<file path="config.mk">
export PLATFORM = sky130hd
export DESIGN_NAME = flow_type_result_collector_flat
export DESIGN_NICKNAME = d
export VERILOG_FILES = /design/src/rtl/flow_type_result_collector_if.sv /design/src/rtl/flow_type_result_collector.sv /design/src/flat_wrapper.sv
export SDC_FILE = /design/constraint.sdc
export NUM_CORES = 1
export LEC_CHECK = 0
export ABC_AREA = 0
export BUFFER_PORTS_ARGS = -buffer_cell sky130_fd_sc_hd__buf_2
export CORE_MARGIN = 2
export CORE_UTILIZATION = 50
export CTS_BUF_LIST = sky130_fd_sc_hd__clkbuf_16
export CTS_CLUSTER_SIZE = 28
export DETAILED_ROUTE_END_ITERATION = 8
export GPL_TIMING_DRIVEN = 0
export PLACE_DENSITY_LB_ADDON = 0.15
export SYNTH_ARGS = -nofsm -noshare
export SYNTH_HDL_FRONTEND = slang
export SYNTH_SLANG_ARGS = --single-unit
</file>
<file path="constraint.sdc">
create_clock -name i_clk -period 10.4 [get_ports i_clk]
set_input_delay 0.52 -clock i_clk [delete_from_list [all_inputs] [get_ports i_clk]]
set_output_delay 0.52 -clock i_clk [all_outputs]
set_load 0.005 [all_outputs]
</file>
<file path="src/rtl/flow_type_result_collector_if.sv">
// Verdict, lookup and counter bus of the flow type result collector.
// master drives verdicts/lookups/clear; slave is the collector.
interface flow_type_result_collector_if #(
    parameter int FLOW_ID_W = 8,
    parameter int TYPE_W    = 3,
    parameter int CNT_W     = 16
);
    logic [FLOW_ID_W+TYPE_W-1:0]     i_flow_id_type;
    logic                            i_flow_id_type_valid;
    logic                            i_clear;
    logic                            i_rd_req;
    logic [FLOW_ID_W-1:0]            i_rd_flow_id;
    logic                            o_rd_valid;
    logic                            o_rd_hit;
    logic [TYPE_W-1:0]               o_rd_type;
    logic                            o_ready;
    logic [(2**TYPE_W)*CNT_W-1:0]    o_type_cnt;
    logic [CNT_W-1:0]                o_drop_cnt;

    modport master (
        output i_flow_id_type, i_flow_id_type_valid, i_clear, i_rd_req, i_rd_flow_id,
        input  o_rd_valid, o_rd_hit, o_rd_type, o_ready, o_type_cnt, o_drop_cnt
    );
    modport slave (
        input  i_flow_id_type, i_flow_id_type_valid, i_clear, i_rd_req, i_rd_flow_id,
        output o_rd_valid, o_rd_hit, o_rd_type, o_ready, o_type_cnt, o_drop_cnt
    );
endinterface

</file>
<file path="src/rtl/flow_type_result_collector.sv">
// Per-flow verdict table with saturating per-type/drop counters and 1-cycle lookups.
// Optional FLOW_RESULT_DUP_CHECK_EN: keep the first type of a valid entry, reject conflicting verdicts.
module flow_type_result_collector #(
    parameter int FLOW_ID_W = 8,
    parameter int TYPE_W    = 3,
    parameter int CNT_W     = 16
) (
    input  logic i_clk,
    input  logic i_rst,
    flow_type_result_collector_if.slave bus
);
    localparam int DEPTH  = 2**FLOW_ID_W;
    localparam int NTYPES = 2**TYPE_W;

    typedef enum logic [1:0] {S_INIT, S_IDLE, S_CLEAR} state_t;

    state_t               state_q;
    logic [FLOW_ID_W-1:0] sweep_addr_q;
    logic                 ready_q;

    // Entry layout: {valid, type}
    logic [TYPE_W:0] table_mem [DEPTH];

    logic [FLOW_ID_W-1:0] vd_id;
    logic [TYPE_W-1:0]    vd_type;
    logic                 clear_acc, dup_reject, vd_accept, vd_drop;

    assign vd_id   = bus.i_flow_id_type[FLOW_ID_W+TYPE_W-1:TYPE_W];
    assign vd_type = bus.i_flow_id_type[TYPE_W-1:0];

    always_comb begin
        clear_acc = ready_q && bus.i_clear;
`ifdef FLOW_RESULT_DUP_CHECK_EN
        dup_reject = table_mem[vd_id][TYPE_W] && (table_mem[vd_id][TYPE_W-1:0] != vd_type);
`else
        dup_reject = 1'b0;
`endif
        // A verdict colliding with an accepted clear is dropped, never written
        vd_accept = bus.i_flow_id_type_valid && ready_q && !clear_acc && !dup_reject;
        vd_drop   = bus.i_flow_id_type_valid && !vd_accept;
    end

    logic [NTYPES-1:0][CNT_W-1:0] type_cnt_q, type_cnt_d;
    logic [CNT_W-1:0]             drop_cnt_q, drop_cnt_d;

    always_comb begin
        type_cnt_d = type_cnt_q;
        drop_cnt_d = drop_cnt_q;
        if (clear_acc) begin
            type_cnt_d = '0;
            drop_cnt_d = '0;
        end
        if (vd_accept && type_cnt_d[vd_type] != '1)
            type_cnt_d[vd_type] = type_cnt_d[vd_type] + CNT_W'(1);
        if (vd_drop && drop_cnt_d != '1)
            drop_cnt_d = drop_cnt_d + CNT_W'(1);
    end

    // Single write port shared by the init/clear sweep and accepted verdicts
    logic                 tbl_we;
    logic [FLOW_ID_W-1:0] tbl_waddr;
    logic [TYPE_W:0]      tbl_wdata;

    always_comb begin
        tbl_we    = 1'b0;
        tbl_waddr = sweep_addr_q;
        tbl_wdata = '0;
        if (!ready_q) begin
            tbl_we = 1'b1;
        end else if (vd_accept) begin
            tbl_we    = 1'b1;
            tbl_waddr = vd_id;
            tbl_wdata = {1'b1, vd_type};
        end
    end

    always_ff @(posedge i_clk) begin
        if (tbl_we) table_mem[tbl_waddr] <= tbl_wdata;
    end

    // Registered read sees pre-write contents when a verdict hits the same id
    logic [TYPE_W:0] rd_entry_q, rd_entry_d;
    logic            rd_valid_q, rd_valid_d, rd_live_q, rd_live_d;

    always_comb begin
        rd_entry_d = table_mem[bus.i_rd_flow_id];
        rd_valid_d = bus.i_rd_req;
        rd_live_d  = bus.i_rd_req && ready_q;
    end

    always_ff @(posedge i_clk) begin
        rd_entry_q <= rd_entry_d;
        if (i_rst) begin
            rd_valid_q <= 1'b0;
            rd_live_q  <= 1'b0;
            type_cnt_q <= '0;
            drop_cnt_q <= '0;
        end else begin
            rd_valid_q <= rd_valid_d;
            rd_live_q  <= rd_live_d;
            type_cnt_q <= type_cnt_d;
            drop_cnt_q <= drop_cnt_d;
        end
    end

    always_ff @(posedge i_clk) begin
        if (i_rst) begin
            state_q      <= S_INIT;
            sweep_addr_q <= '0;
            ready_q      <= 1'b0;
        end else begin
            case (state_q)
                S_INIT, S_CLEAR: begin
                    sweep_addr_q <= sweep_addr_q + FLOW_ID_W'(1);
                    if (sweep_addr_q == '1) begin
                        state_q <= S_IDLE;
                        ready_q <= 1'b1;
                    end
                end
                S_IDLE: begin
                    if (bus.i_clear) begin
                        state_q <= S_CLEAR;
                        ready_q <= 1'b0;
                    end
                end
                default: begin
                    state_q      <= S_INIT;
                    sweep_addr_q <= '0;
                    ready_q      <= 1'b0;
                end
            endcase
        end
    end

    assign bus.o_rd_valid = rd_valid_q;
    assign bus.o_rd_hit   = rd_live_q && rd_entry_q[TYPE_W];
    assign bus.o_rd_type  = (rd_live_q && rd_entry_q[TYPE_W]) ? rd_entry_q[TYPE_W-1:0] : '0;
    assign bus.o_ready    = ready_q;
    assign bus.o_type_cnt = type_cnt_q;
    assign bus.o_drop_cnt = drop_cnt_q;
endmodule
</file>
<file path="src/flat_wrapper.sv">
// flat-port wrapper written by rule: the top's interface ports become plain ports
module flow_type_result_collector_flat 
#(
    parameter int FLOW_ID_W = 8,
    parameter int TYPE_W    = 3,
    parameter int CNT_W     = 16
)
  (i_clk, i_rst, bus_i_flow_id_type, bus_i_flow_id_type_valid, bus_i_clear, bus_i_rd_req, bus_i_rd_flow_id, bus_o_rd_valid, bus_o_rd_hit, bus_o_rd_type, bus_o_ready, bus_o_type_cnt, bus_o_drop_cnt);
  flow_type_result_collector_if #(.FLOW_ID_W(FLOW_ID_W), .TYPE_W(TYPE_W), .CNT_W(CNT_W)) bus_i ();
  input  logic i_clk;
  input  logic i_rst;
  input wire logic [$bits(bus_i.i_flow_id_type)-1:0] bus_i_flow_id_type;
  input wire logic [$bits(bus_i.i_flow_id_type_valid)-1:0] bus_i_flow_id_type_valid;
  input wire logic [$bits(bus_i.i_clear)-1:0] bus_i_clear;
  input wire logic [$bits(bus_i.i_rd_req)-1:0] bus_i_rd_req;
  input wire logic [$bits(bus_i.i_rd_flow_id)-1:0] bus_i_rd_flow_id;
  output wire logic [$bits(bus_i.o_rd_valid)-1:0] bus_o_rd_valid;
  output wire logic [$bits(bus_i.o_rd_hit)-1:0] bus_o_rd_hit;
  output wire logic [$bits(bus_i.o_rd_type)-1:0] bus_o_rd_type;
  output wire logic [$bits(bus_i.o_ready)-1:0] bus_o_ready;
  output wire logic [$bits(bus_i.o_type_cnt)-1:0] bus_o_type_cnt;
  output wire logic [$bits(bus_i.o_drop_cnt)-1:0] bus_o_drop_cnt;
  assign bus_i.i_flow_id_type = bus_i_flow_id_type;
  assign bus_i.i_flow_id_type_valid = bus_i_flow_id_type_valid;
  assign bus_i.i_clear = bus_i_clear;
  assign bus_i.i_rd_req = bus_i_rd_req;
  assign bus_i.i_rd_flow_id = bus_i_rd_flow_id;
  assign bus_o_rd_valid = bus_i.o_rd_valid;
  assign bus_o_rd_hit = bus_i.o_rd_hit;
  assign bus_o_rd_type = bus_i.o_rd_type;
  assign bus_o_ready = bus_i.o_ready;
  assign bus_o_type_cnt = bus_i.o_type_cnt;
  assign bus_o_drop_cnt = bus_i.o_drop_cnt;
  flow_type_result_collector #(.FLOW_ID_W(FLOW_ID_W), .TYPE_W(TYPE_W), .CNT_W(CNT_W)) u_core (.i_clk(i_clk), .i_rst(i_rst), .bus(bus_i));
endmodule
</file>
Yosys cells after proc, flatten, opt, wreduce, memory -nomap -nowiden
Memory sizes are Yosys's and may differ from the RTL's. A register that Yosys moved wholly into a read port is not among the register bits.
Index checks and enable logic that the tools add are counted.
Word-level totals
  bits in writable memories: 1024
  word-level logic and storage cells: 66
  input port bits: 24
  memories: 1
  memory bits (read-only): 0
  bits in latches: 0
  bits in registers: 157
  output and inout bits: 150
Memories
  u_core.table_mem: words 256, bits a word 4, read ports 1, clocked after memory_dff 1, wr ports 1, line flow_type_result_collector.sv:22  | logic [TYPE_W:0] table_mem [DEPTH];
Cells by class
  add/sub/neg operators: 3
  shift-type cells: 0
  divide/modulo/power cells: 0
  multipliers: 0
  equal/unequal tests: 7
  reductions and logical operators: 14
  order comparisons: 2
  bitwise operators: 0
  multiplexer cells: 25
Operators by type and width (count)
  128-bit two-way mux: 2
  128-bit bitwise mux: 1
  16-bit two-way mux: 4
  16-bit binary-select mux with 3-bit select: 1
  16-bit demux with 3-bit select: 1
  16-bit by 1-bit adder with 16-bit output (second input constant): 2
  16-bit inequality test (second input constant): 2
  8-bit two-way mux: 2
  8-bit case mux with 2 select lines: 1
  1-bit logical AND: 9
  8-bit by 1-bit adder with 8-bit output (second input constant): 1
  8-bit equality test (second input constant): 1
  4-bit two-way mux: 2
  1-bit two-way mux: 6
  3-bit by 4-bit less-than comparator with 1-bit output (second input constant): 1
  2-bit two-way mux: 2
  2-bit case mux with 2 select lines: 1
  3-bit by 1-bit >= comparator with 1-bit output (second input constant): 1
  3-bit two-way mux: 1
  2-bit by 1-bit equality test with 1-bit output (second input constant): 1
  2-bit equality test (second input constant): 1
  1-bit logical NOT: 2
  2-bit logical NOT: 1
  2-bit by 1-bit inequality test with 1-bit output (second input constant): 1
  other kinds (4): 4

Logic depth before layout (Yosys ltp)
  word-level depth: 7
  mapped depth: 18
  mapped depth without buffers: 11

Worst setup path before layout
Ideal clock, no wire load.
  path type: input -> register
  start point: in bus_i_clear
  end point: mem u_core.table_mem[0][1] in the netlist's numbering, data pin
  data required time: 9535 ps
  path slack: 746 ps
  stages on the path: 6
  library setup time: 865 ps
  arrival time: 8789 ps
  path through: nand2b_1 -> or2_2 -> clkbuf_1 -> inv_1 -> clkbuf_1 -> and2_1
On the way
  longest elaborated chain between the ends: 5
Ends and longest elaborated chain
  start, declared: line flat_wrapper.sv:14  | input wire logic [$bits(bus_i.i_clear)-1:0] bus_i_clear;
  1-bit logical AND: line flow_type_result_collector.sv:32  | clear_acc = ready_q && bus.i_clear;
  1-bit logical NOT: line flow_type_result_collector.sv:39  | vd_accept = bus.i_flow_id_type_valid && ready_q && !clear_acc && !dup_reject;
  1-bit logical AND: line flow_type_result_collector.sv:39
  4-bit two-way mux: line flow_type_result_collector.sv:70  | end else if (vd_accept) begin
  4-bit two-way mux: line flow_type_result_collector.sv:68  | if (!ready_q) begin
  net u_core.tbl_wdata[1]: line flow_type_result_collector.sv:62  | logic [TYPE_W:0] tbl_wdata;
  end, declared: line flow_type_result_collector.sv:22
The timed path passes the listed nets, and every way through them passes these cells.

==> impl.org <==
** Logic synthesis
- Yosys mapped a number of flops with a built-in enable equal to 1024.
- For this run, the leading register cell type out of synthesis is sky130_fd_sc_hd__edfxtp_1.
- Of the total synthesized cell area, the portion taken by AND, OR, NAND and NOR gates is 0.0735.
- Number of nets in the synthesized netlist :: 2810
- Per-instance average area after synthesis :: 17.4 sq um
- By area the synthesized netlist is led by sky130_fd_sc_hd__edfxtp_1, sky130_fd_sc_hd__mux4_2, sky130_fd_sc_hd__dfxtp_1.
- Of the total synthesized cell area, the portion taken by full adders, half adders and majority gates is 0.000777.
- Synth cell count leaders :: sky130_fd_sc_hd__edfxtp_1, sky130_fd_sc_hd__mux4_2, sky130_fd_sc_hd__nor2_1
- The Yosys step of the flow raised 0 warnings.
- After synthesis the netlist holds a flip-flop and latch count of 1184.
- Of the total synthesized cell area, the portion taken by XOR and XNOR cells is 0.00523.
- After synthesis, the share of flip-flops with an asynchronous set or reset is 0.
- Cell area after technology mapping :: 48300 sq um
- Count of cell types in the netlist :: 77
- Synthesis produced 2783 cells.
- Of the post-synthesis cell area, the part taken by muxes is 0.170.
- After synthesis, the largest family of logic cells by area is multiplexers.
- In the post-synthesis netlist, the cell with the most instances is sky130_fd_sc_hd__edfxtp_1.
- The synthesized-area fraction occupied by ao, oa, aoi and oai cells came to 0.0295.
- Share of the synthesized area in the top cell type :: 0.637
- Library cell occupying the most area in the post-synthesis netlist :: sky130_fd_sc_hd__edfxtp_1
- Sequential fraction of the synthesis area :: 0.703

** Floorplan
- The initial utilization of the core area, before any placement, comes to 0.507.
- Die area :: 99100 sq um
- Chip height :: 315 microns
- Area of the core region :: 95300 sq um
- Die width :: 315 microns
- Count of pins on the block boundary :: 174
- Number of rows created at floorplan :: 113

** Run
- Max-cap violations in this run came to 2.

** Placed design
- After detailed placement, the total cell area comes to 51200 sq um.
- After legalization and detailed placement, the total HPWL measured 93600 microns.
- Port bufs :: 165
- Routability-driven placement finished with a final weighted congestion of 0.920.
- After detailed placement, the design holds a cell count of 4231.

** STA
- Final sum of negative setup slack :: 0 ns
- The final-report max-slew violation count is 22.
- For the pin with the worst max-slew slack, the measured transition is 1.53 ns.
- Setup clock skew after layout :: 0.0399 ns
- Fin crit share :: 0.444
- Setup repair after global routing left no endpoint under its margin.
- Headroom to the max-slew limit came out at -0.0197.
- Subtracting the final worst setup slack from the clock period gives 4.62 ns.
- Fmax achieved :: 0.216 GHz
- Final Hold Violating Endpoints :: 0
- Setup violations remaining at the end of the flow were counted as 0.

** Clock tree
- Number of hold-repair buffers added at the cts stage :: 0
- Clock sink total :: 1184
- Buffers inserted during clock tree synthesis total 117.
- Post-CTS Repair Setup Buffers :: 0
- CTS Buffer Depth :: 3
- Once the clock tree was built, the resizer swapped 0 gates to a different size.
- Clock root buffer :: sky130_fd_sc_hd__clkbuf_16
- After clock tree synthesis, the clock-pin slew on the worst setup and hold paths is 0.07 ns.
- Clock tree from TritonCTS :: done
- Number of H-tree levels :: 3
- Source-to-sink clock delay at the later pin of the worst-skew pair :: 0.71 ns

** GRT
- The first global-routing pass estimated 196000 microns of wire.
- Antenna violations before repair :: 6
- For this run, the total global-route usage over all layers was measured as 0.277.
- The number of global-route vias before repair came to 28441.
- The total overflow left after global routing is 0.
- Entering global routing, the biggest net connects 91 pins.

** Critical path
- Required time at the worst-slack endpoint :: 10.74 ns
- Cell count of the worst reg-to-reg path :: 11
- The critical path in this run is classified as register to register.
- Type of destination of the critical path :: register
- The worst register-to-register path ends at u_core.table_mem[67][2].
- Largest driver fanout on the critical path :: 10
- Data arrives at the worst endpoint at 4.96 ns.
- Launch instance of the worst register-to-register path :: u_core.state_q[0]
- The worst setup path is launched from a register.
- The worst register-to-register path has a setup slack of 5.78 ns.

** Pwr
- Maximum vdd ir drop :: 124 uV
- Of the total power, the share spent switching nets is 0.210.
- Register share of total power :: 0.532
- Standby leakage power :: 17.1 nW
- The share of total power dissipated in combinational logic is 0.040.
- Power density over the cells :: 174 nW/um^2
- In this run the power spent charging and discharging nets is 2.01 mW.
- Cell internal power was estimated by the tool at 7.57 mW.
- Clock group share of total power :: 0.428

** Min path
- Class of the tightest hold or removal check :: input pin to register
- In this run the most critical hold path is launched from bus_i_rd_req.
- Along the worst hold path, the cell count comes to 2.
- Sink of the worst hold path :: u_core.bus.o_rd_valid

** Layout
- Filler cell count in the final layout :: 7238
- The multi-input combinational cells in the finished layout cover a total of 13500 sq um.
- From synthesis to final layout, the design area changed by 13.6%.
- The finished layout holds 4450 standard cells, fillers aside.
- Post-route standard cell area excluding fillers :: 54900 sq um
- The final layout contains 3112 nets.
- Layout cell share with drive strength beyond 1 :: 0.247
- Summing all flip-flop and latch instances after layout gives 34000 sq um.

** Detailed routing
- First-pass detailed-route iteration total :: 8
- Post-DR wirelength/cell :: 30.7 microns
- Post-Route WL :: 136000 microns
- The detail route stage leaves a number of antenna-violating nets equal to 0.
- DRC viols :: 0
- Total number of vias :: 27865
- For this block, the initial DRC count from the detailed router was 3587.
- Via-per-instance ratio :: 6.26

** Outcome
- Run status :: complete, but fails checks
- Failing checks :: max-capacitance violations, max-slew violations
-- cell families (layout without fill, tap and decap cells) --
logic type      after synthesis  after routing
compound gates              225            225
mux                         407            407
other cells                   0              3
simple gates                739            739
xor+xnor                     28             28
buf+inv                     197            596
flops                      1184           1184
fa+ha+maj                     3              3
-- critical path, stage by stage (launching register included) --
cell	delay (ns)
sky130_fd_sc_hd__dfxtp_1	0.37
sky130_fd_sc_hd__buf_2	0.22
sky130_fd_sc_hd__nand2b_1	0.11
sky130_fd_sc_hd__or2_2	0.30
sky130_fd_sc_hd__clkbuf_1	0.17
sky130_fd_sc_hd__inv_1	0.12
sky130_fd_sc_hd__clkbuf_1	0.42
sky130_fd_sc_hd__nand3_1	0.14
sky130_fd_sc_hd__o21ai_1	0.38
sky130_fd_sc_hd__nand3_1	0.61
sky130_fd_sc_hd__clkbuf_1	0.76
sky130_fd_sc_hd__nor2_1	0.63
-- flip-flops by register name, indices dropped and copies added, names as in the netlist --
register	count
u_core.table_mem	1024
u_core.bus.o_type_cnt	128
u_core.bus.o_drop_cnt	16
u_core.sweep_addr_q	8
u_core.rd_entry_q	4
u_core.state_q	2
u_core.bus.o_rd_valid	1
u_core.rd_live_q	1
-- power groups by stage --
| stage | logic (mW) | registers, mW | clock network (mW) |
|---|---|---|---|
| finish | 0.379 | 5.10 | 4.10 |
| global route | 0.393 | 5.10 | 4.33 |
| CTS | 0.376 | 5.10 | 4.14 |
| detailed placement | 0.375 | 5.20 | 0 |
| global placement | 0.371 | 5.20 | 0 |
| floorplan | 0.235 | 5.20 | 0 |
-- metal layers --
layer  vias to the layer above  share of wire  global-route usage
met5                         -       0.000095                   0
met4                         2          0.037               0.102
met3                       286          0.091              0.0596
met2                      1474           0.48               0.448
met1                     14456           0.39               0.373
li1                      11647              -                   -
-- metrics by stage --
stage | util | power (mW) | setup slack (ns) | hold WS [ns]
2_1_floorplan | - | 5.43 | 0.746 | 0.463
6_report | 0.576 | 9.57 | 5.78 | 0.123
3_5_place_dp | 0.537 | 5.57 | 5.57 | 0.473
5_1_grt | 0.576 | 9.82 | 5.60 | 0.124
3_3_place_gp | 0.532 | 5.57 | -6.85 | 0.464
4_1_cts | 0.576 | 9.61 | 5.94 | 0.106
-- final cells by class --
type | count | share of cell area
diodes | 3 | 0.000137
flip-flops and latches | 1184 | 0.619
clock buffers | 118 | 0.0538
multi-input cells | 1402 | 0.246
repair buffers | 183 | 0.0226
inverters | 9 | 0.000616
well taps | 1265 | 0.0288
plain buffers | 188 | 0.0157
clock inverters | 98 | 0.0138
-- placed cells by master (no fill, tap or decap), drive strengths merged, types with 5 or more instances in the layout --
cell type  Yosys  layout
a21oi         77      77
a22oi          8       8
and2          23      23
and3           5       5
buf           73     256
bufinv         0      12
clkbuf       115     233
clkinv         1      41
dfxtp        160     160
edfxtp      1024    1024
inv            8      51
mux2          27      27
mux2i         53      53
mux4         327     327
nand2         81      81
nand2b        59      59
nand3        151     151
nand3b        18      18
nand4          9       9
nor2         321     321
nor2b         10      10
nor3          25      25
o211ai         9       9
o21ai         72      72
o22ai         12      12
o31ai          8       8
or2           12      12
or3            8       8
xnor2         15      15
xor2          13      13
-- how the worst max path moves through the flow --
stage / endpoint / from
6_report: u_core.table_mem[67][2] / u_core.state_q[0]
3_5_place_dp: u_core.bus.o_type_cnt[4] / bus_i_flow_id_type[2]
2_1_floorplan: u_core.table_mem[0][1] / bus_i_clear
3_3_place_gp: u_core.table_mem[64][1] / bus_i_clear
5_1_grt: u_core.table_mem[67][2] / u_core.state_q[0]
4_1_cts: u_core.table_mem[67][2] / u_core.state_q[0]
(Power assumes the default switching activity.)
